### config.mk
export PLATFORM = sky130hd
export DESIGN_NAME = i2c_init_sequencer
export DESIGN_NICKNAME = d
export VERILOG_FILES = /design/src/rtl/i2c_init_sequencer.sv
export SDC_FILE = /design/constraint.sdc
export NUM_CORES = 1
export LEC_CHECK = 0
export ABC_AREA = 1
export CAP_MARGIN = 25
export CELL_PAD_IN_SITES_DETAIL_PLACEMENT = 1
export CELL_PAD_IN_SITES_GLOBAL_PLACEMENT = 1
export CORE_ASPECT_RATIO = 1.75
export CORE_MARGIN = 2
export CORE_UTILIZATION = 38
export CTS_CLUSTER_SIZE = 30
export DETAILED_ROUTE_END_ITERATION = 10
export HOLD_SLACK_MARGIN = 0.03
export PLACE_DENSITY = 0.86
export SKIP_LAST_GASP = 1
export SYNTH_ARGS = -nofsm -noshare
export SYNTH_HDL_FRONTEND = slang
export SYNTH_SLANG_ARGS = --single-unit
### constraint.sdc
create_clock -name clk -period 4.3 [get_ports clk]
set_input_delay 0.86 -clock clk [delete_from_list [all_inputs] [get_ports clk]]
set_output_delay 0.86 -clock clk [all_outputs]
set_load 0.05 [all_outputs]
### src/rtl/i2c_init_sequencer.sv
`default_nettype none
// +----------------------------------------------------------------------------+
// | Module   : i2c_init_sequencer                                              |
// | Purpose  : Power-up configuration sequencer. Holds the peripheral in reset |
// |            for INIT_DELAY cycles, then walks an external register-write    |
// |            table and issues byte commands (device address, register,      |
// |            value) to the I2C byte engine over a valid/ready handshake,     |
// |            waiting for each byte's response before issuing the next.      |
// |            A NACK is followed by a STOP, then either a retry of the entry  |
// |            or an abort.                                                    |
// | Option   : SEQ_RETRY_EN - when defined, a NACKed entry is restarted up to  |
// |            MAX_RETRY times before aborting; otherwise the first NACK       |
// |            aborts.                                                         |
// | Ports    : clk, rst (sync, active-low)                                     |
// |            start                - re-run table from DONE/ERROR             |
// |            tbl_addr/tbl_data    - table read (data one cycle after addr)  |
// |            cmd_valid/ready/op/byte - command to byte engine               |
// |            rsp_valid/rsp_ack    - per-command completion and ACK status    |
// |            periph_rst, busy, done, error, err_index, led_enable - status   |
// | Revision : 1.0 - initial release                                           |
// +----------------------------------------------------------------------------+
module i2c_init_sequencer #(
  parameter int         INIT_DELAY = 1000,
  parameter int         NUM_WRITES = 8,
  parameter int         IDX_W      = 4,
  parameter logic [6:0] DEV_ADDR   = 7'h48,
  parameter int         MAX_RETRY  = 3
) (
  input  logic             clk,
  input  logic             rst,
  input  logic             start,
  output logic [IDX_W-1:0] tbl_addr,
  input  logic [15:0]      tbl_data,
  output logic             cmd_valid,
  input  logic             cmd_ready,
  output logic [1:0]       cmd_op,
  output logic [7:0]       cmd_byte,
  input  logic             rsp_valid,
  input  logic             rsp_ack,
  output logic             periph_rst,
  output logic             busy,
  output logic             done,
  output logic             error,
  output logic [IDX_W-1:0] err_index,
  output logic             led_enable
);

  localparam int               c_CNT_W      = (INIT_DELAY < 2) ? 1 : $clog2(INIT_DELAY + 1);
  localparam logic [IDX_W-1:0] c_LAST_IDX   = IDX_W'(NUM_WRITES - 1);

  localparam logic [1:0]       c_OP_WRITE      = 2'b00;
  localparam logic [1:0]       c_OP_START      = 2'b01;
  localparam logic [1:0]       c_OP_WRITE_STOP = 2'b10;
  localparam logic [1:0]       c_OP_STOP       = 2'b11;

  typedef enum logic [3:0] {
    S_INIT_WAIT    = 4'd0,
    S_FETCH        = 4'd1,
    S_LATCH        = 4'd2,
    S_SEND_DEV     = 4'd3,
    S_SEND_REG     = 4'd4,
    S_SEND_DATA    = 4'd5,
    S_SEND_STOP    = 4'd6,
    S_WAIT_RSP     = 4'd7,
    S_RETRY_DECIDE = 4'd8,
    S_DONE         = 4'd9,
    S_ERROR        = 4'd10
  } t_state;

  t_state             r_state;
  t_state             w_next_state;
  logic [c_CNT_W-1:0] r_delay_cnt;
  logic [IDX_W-1:0]   r_index;
  logic [7:0]         r_reg_addr;
  logic [7:0]         r_value;
  // Op of the command in flight; tells WAIT_RSP which byte just completed.
  logic [1:0]         r_last_op;

`ifdef SEQ_RETRY_EN
  localparam int               c_RTY_W   = (MAX_RETRY < 1) ? 1 : $clog2(MAX_RETRY + 1);
  localparam logic [c_RTY_W-1:0] c_MAX_RTY = c_RTY_W'(MAX_RETRY);
  logic [c_RTY_W-1:0] r_retry;
`else
  logic w_unused_retry;
  assign w_unused_retry = (MAX_RETRY < 0);
`endif

  assign tbl_addr = r_index;

  // State register
  always_ff @(posedge clk) begin
    if (!rst) begin
      r_state <= S_INIT_WAIT;
    end else begin
      r_state <= w_next_state;
    end
  end

  // Next-state and command/status outputs
  always_comb begin
    w_next_state = r_state;
    cmd_valid    = 1'b0;
    cmd_op       = c_OP_WRITE;
    cmd_byte     = 8'h00;
    done         = 1'b0;
    error        = 1'b0;
    busy         = 1'b1;
    case (r_state)
      S_INIT_WAIT: begin
        if (r_delay_cnt <= c_CNT_W'(1)) w_next_state = S_FETCH;
      end
      S_FETCH: w_next_state = S_LATCH;
      S_LATCH: w_next_state = S_SEND_DEV;
      S_SEND_DEV: begin
        cmd_valid = 1'b1;
        cmd_op    = c_OP_START;
        cmd_byte  = {DEV_ADDR, 1'b0};
        if (cmd_ready) w_next_state = S_WAIT_RSP;
      end
      S_SEND_REG: begin
        cmd_valid = 1'b1;
        cmd_op    = c_OP_WRITE;
        cmd_byte  = r_reg_addr;
        if (cmd_ready) w_next_state = S_WAIT_RSP;
      end
      S_SEND_DATA: begin
        cmd_valid = 1'b1;
        cmd_op    = c_OP_WRITE_STOP;
        cmd_byte  = r_value;
        if (cmd_ready) w_next_state = S_WAIT_RSP;
      end
      S_SEND_STOP: begin
        cmd_valid = 1'b1;
        cmd_op    = c_OP_STOP;
        if (cmd_ready) w_next_state = S_WAIT_RSP;
      end
      S_WAIT_RSP: begin
        if (rsp_valid) begin
          // The STOP's own ACK bit carries no meaning.
          if (r_last_op == c_OP_STOP) begin
            w_next_state = S_RETRY_DECIDE;
          end else if (!rsp_ack) begin
            w_next_state = S_SEND_STOP;
          end else begin
            case (r_last_op)
              c_OP_START: w_next_state = S_SEND_REG;
              c_OP_WRITE: w_next_state = S_SEND_DATA;
              default:    w_next_state = (r_index == c_LAST_IDX) ? S_DONE : S_FETCH;
            endcase
          end
        end
      end
      S_RETRY_DECIDE: begin
`ifdef SEQ_RETRY_EN
        w_next_state = (r_retry < c_MAX_RTY) ? S_SEND_DEV : S_ERROR;
`else
        w_next_state = S_ERROR;
`endif
      end
      S_DONE: begin
        done = 1'b1;
        busy = 1'b0;
        if (start) w_next_state = S_FETCH;
      end
      S_ERROR: begin
        error = 1'b1;
        busy  = 1'b0;
        if (start) w_next_state = S_FETCH;
      end
      default: w_next_state = S_INIT_WAIT;
    endcase
  end

  assign led_enable = done;

  // Datapath registers
  always_ff @(posedge clk) begin
    if (!rst) begin
      r_delay_cnt <= c_CNT_W'(INIT_DELAY);
      periph_rst  <= 1'b1;
      r_index     <= '0;
      r_reg_addr  <= 8'h00;
      r_value     <= 8'h00;
      r_last_op   <= 2'b00;
      err_index   <= '0;
    end else begin
      case (r_state)
        S_INIT_WAIT: begin
          if (r_delay_cnt <= c_CNT_W'(1)) periph_rst <= 1'b0;
          else                            r_delay_cnt <= r_delay_cnt - c_CNT_W'(1);
        end
        S_LATCH: begin
          r_reg_addr <= tbl_data[15:8];
          r_value    <= tbl_data[7:0];
        end
        S_SEND_DEV, S_SEND_REG, S_SEND_DATA, S_SEND_STOP: begin
          if (cmd_ready) r_last_op <= cmd_op;
        end
        S_WAIT_RSP: begin
          if (rsp_valid && rsp_ack && (r_last_op == c_OP_WRITE_STOP) &&
              (r_index != c_LAST_IDX)) begin
            r_index <= r_index + IDX_W'(1);
          end
        end
        S_DONE, S_ERROR: begin
          if (start) r_index <= '0;
        end
        default: ;
      endcase
      if ((r_state == S_RETRY_DECIDE) && (w_next_state == S_ERROR)) begin
        err_index <= r_index;
      end
    end
  end

`ifdef SEQ_RETRY_EN
  // Every path into FETCH begins a fresh entry, so the retry budget restarts there.
  always_ff @(posedge clk) begin
    if (!rst) begin
      r_retry <= '0;
    end else if (w_next_state == S_FETCH) begin
      r_retry <= '0;
    end else if ((r_state == S_RETRY_DECIDE) && (r_retry < c_MAX_RTY)) begin
      r_retry <= r_retry + c_RTY_W'(1);
    end
  end
`endif

endmodule
`default_nettype wire

== Word level (Yosys, flattened, before mapping) ==
Index checks and enable logic that the tools add are counted.
Word-level totals
  output and inout port bits: 24
  input port bits: 22
  logic and storage cells: 61
  RAM bits: 0
  register bits: 41
  bits in latches: 0
  bits in read-only memories: 0
  memories kept: 0
Cells by class
  div/mod/pow operators: 0
  shifts and indexed selects: 0
  multiply operators: 0
  add/sub/neg operators: 2
  muxes and demuxes: 18
  bitwise gates (word level): 1
  $lt $le $gt $ge: 1
  reduce and logical (&&, ||, !) cells: 13
  equality and inequality tests: 18
Operator list (count)
  4-bit 2-to-1 mux: 9
  4-bit case mux with 7 select lines: 1
  8-bit case mux with 3 select lines: 1
  4-bit by 3-bit equality test with 1-bit output, second input constant: 5
  4-bit equality test, second input constant: 4
  4-bit case mux with 2 select lines: 2
  10-bit by 1-bit less-or-equal comparator with 1-bit output, second input constant: 1
  10-bit by 1-bit subtractor with 10-bit output, second input constant: 1
  4-bit by 2-bit equality test with 1-bit output, second input constant: 2
  2-bit case mux with 3 select lines: 1
  2-bit AND reduction: 3
  4-bit by 1-bit adder with 4-bit output, second input constant: 1
  2-bit equality test, second input constant: 2
  4-bit by 1-bit equality test with 1-bit output, second input constant: 1
  1-bit logical AND: 4
  4-bit logical NOT: 1
  1-bit 2-to-1 mux: 4
  4-bit by 3-bit != test with 1-bit output, second input constant: 1
  4-bit OR reduction: 1
  3-bit AND reduction: 1
  2-bit by 1-bit equality test with 1-bit output, second input constant: 1
  2-bit logical NOT: 1
  2-bit by 1-bit != test with 1-bit output, second input constant: 1
  2-bit != test, second input constant: 1
  3 further kinds: 3

== Longest topological paths before layout ==
Gate-level depths: netlist of the first run.
  depth in word-level cells: 9
  depth in mapped cells: 10
  mapped depth without buffers: 10

== Worst setup path before layout of the first run ==
No wires, ideal clock.
  path kind: reg-to-output
  start point: register r_state[1]
  end point: output busy
  cell stages (with the launch flop): 5
  arrival: 1.340 ns
  slack: 2.100 ns
  buffers on the path: 0
  data required time: 3.440 ns
  cells stage by stage: dfxtp_1 inv_2 nand2_2 inv_2 o21ai_1
On the way
  word-level cells in the longest chain between the ends: 3
  elaborated cells on any way between the ends: 4
  classes of those cells: eq/ne: 2; mux: 1; reduce/logical: 1
Ends and longest elaborated chain
  from (decl): RTL line 70  | t_state r_state;
  from (signal assigned): RTL line 95  | r_state <= w_next_state;
  4-bit equality test: RTL line 108  | case (r_state)
  2-bit OR reduction (no line) *
  1-bit 2-to-1 mux *: RTL line 108
  to (decl): RTL line 41  | output logic busy,
Every way passes the cells marked *; elsewhere a longest branch is shown, timed or not.

== Final worst setup path of the first run ==
  start point: register r_state[0]
  end point: output cmd_byte[5]
On the way
  word-level cells in the longest chain between the ends: 2
  elaborated cells on any way between the ends: 4
  classes of those cells: eq/ne: 3; mux: 1
Ends and longest elaborated chain
  4-bit by 3-bit equality test with 1-bit output / 4-bit by 2-bit equality test with 1-bit output (equally long branches): RTL line 108
  8-bit case mux with 3 select lines *: RTL line 108
  to (decl): RTL line 37  | output logic [7:0] cmd_byte,
Marked as above.

==> qor.yml, run 1 <==
timing:
  tcrit_tclk_final_pct: 74.9
  worst_pin_slew_ns: 0.521
  report.final.setup_viol: 0
  timing.clock.skew_ns: 0.0103
  unrepaired_setup_endpoints_after_global_routing: "no"
  timing.fmax_mhz: 310
  final.min_clock_period_ns: 3.22
  fin_tns_setup_ns: 0
  final-max-slew-violation-count: 0
  final_hold_viol_count: 0
  max-slew-margin-rel_pct: 65.1
clocking:
  cts.clk_slew.worst_paths_ns: 0.08
  clock_tree.root_cell: "sky130_fd_sc_hd__clkbuf_8"
  htreeDepth: 2
  post_cts_buffers: 0
  cts_buffer_depth: 2
  cts_inserted_buffers: 5
  worstSkewPairLatency_ns: 0.30
  tritoncts: "built"
  cts.repair.resized: 0
  clock_sinks: 41
  hold_buffers: 0
layout:
  final_core_util_pct: 50.9
  most-common-layout-cells: "sky130_fd_sc_hd__nand2_1 (65), sky130_fd_sc_hd__nor2_1 (61), sky130_fd_sc_hd__clkdlybuf4s50_1 (45)"
  antenna_cells: 0
  nets: 381
  fill_cells: 699
  syn2layout_area_growth_pct: 29.0
  postLayoutCellArea_mm2: 0.00268
  layout_commonest_cell: "sky130_fd_sc_hd__nand2_1"
  final_layout_size_suffix_gt1_share_pct: 6.46
global_route:
  gr-usage-met2_pct: 41.7
  grt_max_degree: 33
  vias_in_the_first_global_route: 2273
  grt_util_met3_pct: 3.96
  track_usage_pct: 21.1
  antenna_found_initial: 0
  grt_remaining_overflow: 0
  grt_use_met1_pct: 19.7
  grt.busiest_layer: "met2"
  global_route_wire_length_before_repair_um: 9830
hold_path:
  min-delay-start: "periph_rst$_SDFFE_PN1P_"
  timing.hold.worst_path_depth: 2
  worstHoldPathType: "reg2reg"
  hold-path-endpoint: "periph_rst$_SDFFE_PN1P_"
floorplanning:
  die_width_um: 59.9
  fp.dieArea_mm2: 0.00609
  floorplan.initialDensity_pct: 39.5
  core_region_area_mm2: 0.00526
  floorplan.io_pins: 46
  dieHeight_um: 102
  row_count: 35
power:
  post-layout-total-power_uw: 784
  p_comb_share_pct: 10.3
  p_sw_share_pct: 23.9
  cellLeakagePower_uw: 0.00121
  pwr-share-seq_pct: 51.3
  internal-power_uw: 597
  ir_drop_v: 0.000185
  p_clk_share_pct: 38.4
  power.net_switching_uw: 188
  cellPowerDensity_mw_per_mm2: 293
setup_path:
  worst_r2r_endpoint: "r_delay_cnt[1]$_SDFFE_PN0P_"
  cp.required_ns: 3.44
  worst-setup-path-type: "reg2out"
  internal_reg_to_reg_setup_slack_ns: 2.47
  reg2reg_from: "r_delay_cnt[0]$_SDFFE_PN0P_"
  critPathArrivalTime_ns: 2.36
  crit_path_end_kind: "output port"
  crit_path_max_fanout: 10
  cp-start-kind: "flop"
  worst-r2r-cell-count: 10
synthesis:
  yosys_warnings: 0
  synthDominantCellAreaShare_pct: 39.6
  synth_seq_cells: 41
  netlist_area_mm2: 0.00207
  synthCells: 309
  synth_cell_types: 26
  syn-num-nets: 334
  yosys.area.top_type: "sky130_fd_sc_hd__dfxtp_1"
  synth.yosys.seq_area_share_pct: 39.6
  netlist_top_cells_area: "sky130_fd_sc_hd__dfxtp_1 (40%), sky130_fd_sc_hd__nand2_1 (12%), sky130_fd_sc_hd__nor2_1 (11%)"
  syn_area_per_cell_um2: 6.71
drt:
  drt.antenna.violating_nets: 0
  wl_per_cell_um: 14.5
  drc: 0
  detailedRoute.firstPassIterationCount: 4
  route.detailed.vias_per_inst: 5.28
  drt_first_iter_violations: 45
  routed_wirelength_um: 5950
  total_number_of_vias: 2171
placed_design:
  place_hpwl_um: 4650
  io_buffer_count: 45
  gpl.final_weighted_congestion: 0.880
  placed_cell_area_mm2: 0.00257
job:
  timing.max_cap.violations: 0
run_status:
  run_status: "complete, no violations"
## how the worst max path moves through the flow
| stage | startpoint | to | cells past startpoint |
|---|---|---|---|
| 6_report | r_state[0]$_SDFF_PN0_ | cmd_byte[5] | 4 |
| 5_1_grt | r_state[0]$_SDFF_PN0_ | cmd_byte[4] | 5 |
| 4_1_cts | r_state[0]$_SDFF_PN0_ | cmd_byte[5] | 4 |
| 3_5_place_dp | r_state[0]$_SDFF_PN0_ | cmd_byte[2] | 4 |
| 3_3_place_gp | r_state[0]$_SDFF_PN0_ | cmd_byte[2] | 4 |
| 2_1_floorplan | r_state[1]$_SDFF_PN0_ | busy | 4 |
## cell usage after synthesis
cell type                  instances
sky130_fd_sc_hd__inv_2             5
sky130_fd_sc_hd__clkbuf_1          3
sky130_fd_sc_hd__nand2_2           3
sky130_fd_sc_hd__o211ai_1          1
sky130_fd_sc_hd__a22o_1            6
sky130_fd_sc_hd__buf_2             2
sky130_fd_sc_hd__clkinv_1          1
sky130_fd_sc_hd__nand3_1          25
sky130_fd_sc_hd__nand2_1          65
sky130_fd_sc_hd__o21ai_1           2
sky130_fd_sc_hd__nor2_1           61
sky130_fd_sc_hd__xor2_1            5
sky130_fd_sc_hd__o22ai_1           1
sky130_fd_sc_hd__buf_4             1
sky130_fd_sc_hd__nor2_4            3
sky130_fd_sc_hd__nor2_2            2
sky130_fd_sc_hd__dfxtp_1          41
sky130_fd_sc_hd__o21ai_0          25
sky130_fd_sc_hd__or2_2             2
sky130_fd_sc_hd__nor3_1            1
sky130_fd_sc_hd__ha_1              3
sky130_fd_sc_hd__a21oi_1          15
sky130_fd_sc_hd__nand4_1           4
sky130_fd_sc_hd__inv_1            28
sky130_fd_sc_hd__xnor2_1           3
sky130_fd_sc_hd__nand3b_1          1
## per-stage QoR
stage / setup slack (ns) / hold WS, ns / instances
global placement: 1.48 / 0.443 / 404
CTS: 1.09 / 0.461 / 411
global route: 0.963 / 0.480 / 411
floorplan: 2.10 / 0.454 / 309
finish: 1.08 / 0.457 / 411
detailed placement: 1.44 / 0.450 / 404
## sequential cells by signal, summed over array words and instances, names as in the netlist
name,cells
r_delay_cnt,10
r_reg_addr,8
r_value,8
err_index,4
r_state,4
tbl_addr,4
r_last_op,2
periph_rst,1
## power groups by stage
stage                     registers (uW)  clock network (uW)  logic (uW)
after global placement               410                   0        77.1
final                                402                 301        80.7
after global routing                 403                 324        90.9
after CTS                            402                 309        81.5
after detailed placement             411                   0        80.9
after floorplan                      406                   0        46.5
## layer usage
metal / routed length, um / up-vias
li1: - / 1082
met1: 2200 / 1034
met2: 3420 / 42
met3: 194 / 13
met4: 130 / 0
met5: 0 / -
## cell families after synthesis
family | share of synthesized area, %
adders and majority gates | 1.81
buffers and inverters | 7.54
and+or+nand+nor | 34.4
xor gates and xnor gates | 3.38
AOI/OAI and AO/OA | 13.3
DFF | 39.6
## worst max-delay path, stage by stage (launching register included)
cell and delay, ns:
sky130_fd_sc_hd__dfxtp_1 0.51, sky130_fd_sc_hd__nand2_2 0.12, sky130_fd_sc_hd__nor2_2 0.39, sky130_fd_sc_hd__a22o_1 0.24
sky130_fd_sc_hd__clkdlybuf4s50_1 0.80
## final cells by class
type	count	area (um2)	share of cell area, %
clock inverter	2	35.0	1.31
inverter	34	128	4.77
clock buffer	5	68.8	2.57
tap	55	68.8	2.57
sequential	41	821	30.7
multi-input combinational	228	1100	41.0
timing repair buffer	46	458	17.1
(Power assumes the default switching activity.)
==> run 2: changes to the inputs <==
--- a/config.mk
+++ b/config.mk
@@ -11,11 +11,11 @@
 export CELL_PAD_IN_SITES_GLOBAL_PLACEMENT = 1
 export CORE_ASPECT_RATIO = 1.75
 export CORE_MARGIN = 2
-export CORE_UTILIZATION = 38
+export CORE_UTILIZATION = 35
 export CTS_CLUSTER_SIZE = 30
 export DETAILED_ROUTE_END_ITERATION = 10
 export HOLD_SLACK_MARGIN = 0.03
-export PLACE_DENSITY = 0.86
+export PLACE_DENSITY = 0.8
 export SKIP_LAST_GASP = 1
 export SYNTH_ARGS = -nofsm -noshare
 export SYNTH_HDL_FRONTEND = slang
==> constraint.sdc (replaced) <==
create_clock -name clk -period 3.14 [get_ports clk]
set_input_delay 0.628 -clock clk [delete_from_list [all_inputs] [get_ports clk]]
set_output_delay 0.628 -clock clk [all_outputs]
set_load 0.05 [all_outputs]
==> qor.yml, run 2 (synthesized netlist as in run 1, its figures left out) <==
drt:
  drt_first_iter_violations: 45
  routed_wirelength_um: 6040
  total_number_of_vias: 2173
  wl_per_cell_um: 13.9
  detailedRoute.firstPassIterationCount: 4
  drc: 0
  drt.antenna.violating_nets: 0
  route.detailed.vias_per_inst: 4.98
global_route:
  grt_remaining_overflow: 0
  grt_max_degree: 32
  track_usage_pct: 19.6
  antenna_found_initial: 0
  vias_in_the_first_global_route: 2273
  global_route_wire_length_before_repair_um: 10300
layout:
  layout_commonest_cell: "sky130_fd_sc_hd__nand2_1"
  most-common-layout-cells: "sky130_fd_sc_hd__nand2_1 (65), sky130_fd_sc_hd__nor2_1 (61), sky130_fd_sc_hd__clkdlybuf4s50_1 (45)"
  registers.top_by_ff_count: "r_delay_cnt"
  max_ffs_per_register: 10
  antenna_cells: 0
  largest_registers: "r_delay_cnt x10, r_reg_addr x8, r_value x8"
  syn2layout_area_growth_pct: 29.6
  nets: 382
  final_layout_size_suffix_gt1_share_pct: 6.15
  postLayoutCellArea_mm2: 0.00269
clocking:
  cts_inserted_buffers: 5
  htreeDepth: 2
  cts.clk_slew.worst_paths_ns: 0.08
  post_cts_buffers: 0
  clock_tree.root_cell: "sky130_fd_sc_hd__clkbuf_8"
  cts.repair.resized: 0
  hold_buffers: 0
  worstSkewPairLatency_ns: 0.30
  cts_buffer_depth: 2
  tritoncts: "built"
  clock_sinks: 41
floorplanning:
  floorplan.io_pins: 46
  core_region_area_mm2: 0.00579
  floorplan.initialDensity_pct: 35.8
  die_width_um: 62.2
  dieHeight_um: 106
  fp.dieArea_mm2: 0.00658
  row_count: 37
power:
  pwr-share-seq_pct: 54.9
  p_comb_share_pct: 10.8
  internal-power_uw: 744
  cellLeakagePower_uw: 0.00120
  p_sw_share_pct: 25.7
  cellPowerDensity_mw_per_mm2: 372
  ir_drop_v: 0.000299
  power.net_switching_uw: 257
  p_clk_share_pct: 34.3
setup_path:
  crit_path_cell_trace: "nand2_2 -> nor2_2 -> a22o_1 -> clkdlybuf4s50_1"
  internal_reg_to_reg_setup_slack_ns: 1.32
  worst-r2r-cell-count: 10
  crit_path_max_fanout: 10
  cp.required_ns: 2.51
  reg2reg_from: "r_delay_cnt[0]$_SDFFE_PN0P_"
  max_stage_delay_ns: 0.80
  critPathArrivalTime_ns: 2.35
  crit_path_end_kind: "output port"
  worst-setup-path-type: "reg2out"
  worst_r2r_endpoint: "r_delay_cnt[1]$_SDFFE_PN0P_"
  timing.critical_path.slowest_stage_cell: "sky130_fd_sc_hd__clkdlybuf4s50_1"
  cp-start-kind: "flop"
timing:
  fin_tns_setup_ns: 0
  tcrit_tclk_final_pct: 94.8
  worst_pin_slew_ns: 0.522
  timing.fmax_mhz: 336
  max-slew-margin-rel_pct: 65.1
  timing.clock.skew_ns: 0.00490
  final_hold_viol_count: 0
  final.min_clock_period_ns: 2.98
  report.final.setup_viol: 0
  final-max-slew-violation-count: 0
  unrepaired_setup_endpoints_after_global_routing: "no"
placed_design:
  placed_cell_area_mm2: 0.00261
  gpl.final_weighted_congestion: 0.865
  place_hpwl_um: 4750
  io_buffer_count: 45
hold_path:
  min-delay-start: "periph_rst$_SDFFE_PN1P_"
  hold-path-endpoint: "periph_rst$_SDFFE_PN1P_"
  timing.hold.worst_path_depth: 2
  worstHoldPathType: "reg2reg"
job:
  timing.max_cap.violations: 0
run_status:
  run_status: "complete, no violations"
-- run 2: changes by cell type in the layout (fill, tap and decap cells not counted), sizes merged --
cell    previous run  this run
bufinv             1         0
clkinv             2         1
clkbuf             5         8
buf                1         2
-- run 2: layer usage --
layer | routed length [um] | GRT usage, % | up-vias
li1 | - | - | 1081
met1 | 2250 | 18.9 | 1032
met2 | 3390 | 38.9 | 46
met3 | 180 | 2.99 | 14
met4 | 228 | 10.3 | 0
met5 | 0 | 0 | -
-- run 2: layout make-up --
class | count | area, um2
Fill cell | 763 | 3100
Multi-Input combinational cell | 228 | 1100
Sequential cell | 41 | 821
Timing Repair Buffer | 47 | 465
Inverter | 34 | 128
Tap cell | 78 | 97.6
Clock buffer | 8 | 80.1
-- run 2: power by group through the flow --
stage,clock network [uW],logic [uW],registers [uW]
after floorplan,0,63.7,557
after global placement,0,105,561
after detailed placement,0,108,562
after CTS,356,109,550
after global routing,370,124,552
final,343,108,550
-- run 2: how the worst max path moves through the flow --
stage	start	to	slack [ns]
floorplan	r_state[1]$_SDFF_PN0_	busy	1.17
global placement	r_state[0]$_SDFF_PN0_	cmd_byte[1]	0.52
detailed placement	r_state[0]$_SDFF_PN0_	cmd_byte[2]	0.49
CTS	r_state[0]$_SDFF_PN0_	cmd_byte[2]	0.14
global route	r_state[2]$_SDFF_PN0_	cmd_byte[2]	0.08
finish	r_state[0]$_SDFF_PN0_	cmd_byte[2]	0.16
-- run 2: per-stage QoR --
stage | power, uW | hold WS [ns] | worst slack (ns) | std cells | util [%]
3_5_place_dp | 670 | 0.441 | 0.489 | 428 | 45.1
3_3_place_gp | 665 | 0.435 | 0.523 | 428 | 45.1
4_1_cts | 1020 | 0.457 | 0.141 | 436 | 46.5
6_report | 1000 | 0.451 | 0.164 | 436 | 46.5
2_1_floorplan | 620 | 0.454 | 1.17 | 309 | -
5_1_grt | 1050 | 0.500 | 0.0768 | 436 | 46.5
-- run 2: worst max-delay path: cells and delay by family (launching register included) --
kind | cells | cell delay, ns
buf+inv | 1 | 0.80
simple gates | 2 | 0.52
flops | 1 | 0.50
compound gates | 1 | 0.24
==> run 3: changes to the inputs <==
--- a/config.mk
+++ b/config.mk
@@ -9,13 +9,13 @@
 export CAP_MARGIN = 25
 export CELL_PAD_IN_SITES_DETAIL_PLACEMENT = 1
 export CELL_PAD_IN_SITES_GLOBAL_PLACEMENT = 1
-export CORE_ASPECT_RATIO = 1.75
+export CORE_ASPECT_RATIO = 1.25
 export CORE_MARGIN = 2
 export CORE_UTILIZATION = 35
 export CTS_CLUSTER_SIZE = 30
 export DETAILED_ROUTE_END_ITERATION = 10
 export HOLD_SLACK_MARGIN = 0.03
-export PLACE_DENSITY = 0.8
+export PLACE_DENSITY = 0.81
 export SKIP_LAST_GASP = 1
 export SYNTH_ARGS = -nofsm -noshare
 export SYNTH_HDL_FRONTEND = slang
==> qor.yml, run 3 (synthesized netlist as in run 1, its figures left out) <==
floorplanning:
  dieHeight_um: 90.1
  core_region_area_mm2: 0.00578
  die_width_um: 72.9
  floorplan.io_pins: 46
  floorplan.initialDensity_pct: 35.9
  row_count: 31
  fp.dieArea_mm2: 0.00656
drt:
  wl_per_cell_um: 14.0
  drc: 0
  detailedRoute.firstPassIterationCount: 4
  routed_wirelength_um: 5910
  total_number_of_vias: 2155
  drt.antenna.violating_nets: 0
  route.detailed.vias_per_inst: 5.09
  drt_first_iter_violations: 50
layout:
  antenna_cells: 0
  largest_registers: "r_delay_cnt x10, r_reg_addr x8, r_value x8"
  registers.top_by_ff_count: "r_delay_cnt"
  nets: 382
  syn2layout_area_growth_pct: 29.4
  area.sequential_um2: 821
  layout_commonest_cell: "sky130_fd_sc_hd__nand2_1"
  most-common-layout-cells: "sky130_fd_sc_hd__nand2_1 (65), sky130_fd_sc_hd__nor2_1 (61), sky130_fd_sc_hd__clkdlybuf4s50_1 (45)"
  fill_cells: 754
  multi_input_comb_area_mm2: 0.00110
  max_ffs_per_register: 10
  final_layout_size_suffix_gt1_share_pct: 6.72
global_route:
  antenna_found_initial: 0
  grt_remaining_overflow: 0
  global_route_wire_length_before_repair_um: 9950
  grt_max_degree: 32
  vias_in_the_first_global_route: 2188
  track_usage_pct: 18.8
timing:
  final_hold_viol_count: 0
  holdWs_ns: 0.449
  tcrit_tclk_final_pct: 94.9
  fin_tns_setup_ns: 0
  max-slew-margin-rel_pct: 64.7
  worst_pin_slew_ns: 0.527
  fin_ws_ns: 0.159
  report.final.setup_viol: 0
  unrepaired_setup_endpoints_after_global_routing: "no"
  timing.fmax_mhz: 335
  final.min_clock_period_ns: 2.98
  final-max-slew-violation-count: 0
  timing.clock.skew_ns: 0.00615
hold_path:
  worstHoldPathType: "reg2reg"
power:
  cellPowerDensity_mw_per_mm2: 377
  ir_drop_v: 0.000240
  power.net_switching_uw: 253
  p_clk_share_pct: 35.3
  p_sw_share_pct: 25.0
  cellLeakagePower_uw: 0.00120
  pwr-share-seq_pct: 54.2
  p_comb_share_pct: 10.5
  internal-power_uw: 760
setup_path:
  worst-setup-path-type: "reg2out"
  timing.critical_path.slowest_stage_cell: "sky130_fd_sc_hd__clkdlybuf4s50_1"
  crit_path_max_fanout: 10
  crit_path_cell_trace: "nand2_2 -> nor2_2 -> a22o_1 -> clkdlybuf4s50_1"
  crit_path_end_kind: "output port"
  cp-start-kind: "flop"
  cp.required_ns: 2.51
  critical_path.n_buffers_inverters: 1
  critical_path.top_delay_family: "buffers and inverters"
  critPathArrivalTime_ns: 2.35
  max_stage_delay_ns: 0.80
clocking:
  cts_inserted_buffers: 5
  htreeDepth: 2
  post_cts_buffers: 0
  tritoncts: "built"
  cts.repair.resized: 0
  hold_buffers: 0
  clock_sinks: 41
  clock_tree.root_cell: "sky130_fd_sc_hd__clkbuf_8"
  worstSkewPairLatency_ns: 0.30
  cts_buffer_depth: 2
  cts.clk_slew.worst_paths_ns: 0.08
placed_design:
  gpl.final_weighted_congestion: 0.906
  place_hpwl_um: 4620
  detailedPlace.worstSlack_ns: 0.478
  io_buffer_count: 45
job:
  timing.max_cap.violations: 0
run_status:
  run_status: "complete, no violations"
run 3: changes by cell type in the layout (fill, tap and decap cells not counted):
cell / previous run / this run
sky130_fd_sc_hd__clkbuf_1: 3 / 0
sky130_fd_sc_hd__clkbuf_8: 5 / 6
sky130_fd_sc_hd__clkinvlp_4: 0 / 1
run 3: cell type report:
class                   count  area share (%)
multi-input cells         228            40.9
repair buffers             47            17.3
well taps                  66            3.08
clock buffers               6            3.08
flip-flops and latches     41            30.6
inverters                  34            4.76
clock inverters             1           0.280
run 3: power groups by stage:
stage                     logic (uW)  registers [uW]  clock network, uW
after floorplan                 63.7             557                  0
after global placement           105             560                  0
after detailed placement         108             560                  0
after CTS                        109             548                370
after global routing             122             550                388
final                            107             548                357
run 3: metrics by stage:
step           utilization [%]  instances  instance area (um2)  total power [uW]
2_1_floorplan                -        309                 2070               620
3_3_place_gp              44.9        416                 2590               665
3_5_place_dp              44.9        416                 2590               669
4_1_cts                   46.4        423                 2680              1030
5_1_grt                   46.4        423                 2680              1060
6_report                  46.4        423                 2680              1010
run 3: routing by layer:
layer	track usage, %	wire length [um]
met5	0	0
met2	35.6	3170
met1	20.5	2390
met4	4.78	83
met3	3.92	265
run 3: tightest hold or removal path, stage by stage, from the launching register on:
cell                      delay (ns)
sky130_fd_sc_hd__dfxtp_1        0.32
sky130_fd_sc_hd__nand2_1        0.06
sky130_fd_sc_hd__nand2_1        0.04
run 3: worst paths after layout:
| path | slack [ns] | end | cells after the start | from |
|---|---|---|---|---|
| setup / recovery | 0.16 | cmd_byte[1] | 4 | r_state[0]$_SDFF_PN0_ |
| hold / removal | 0.45 | periph_rst$_SDFFE_PN1P_ | 2 | periph_rst$_SDFFE_PN1P_ |
| setup reg to reg | 1.36 | r_delay_cnt[1]$_SDFFE_PN0P_ | 10 | r_delay_cnt[0]$_SDFFE_PN0P_ |
| hold reg to reg | 0.45 | periph_rst$_SDFFE_PN1P_ | 2 | periph_rst$_SDFFE_PN1P_ |
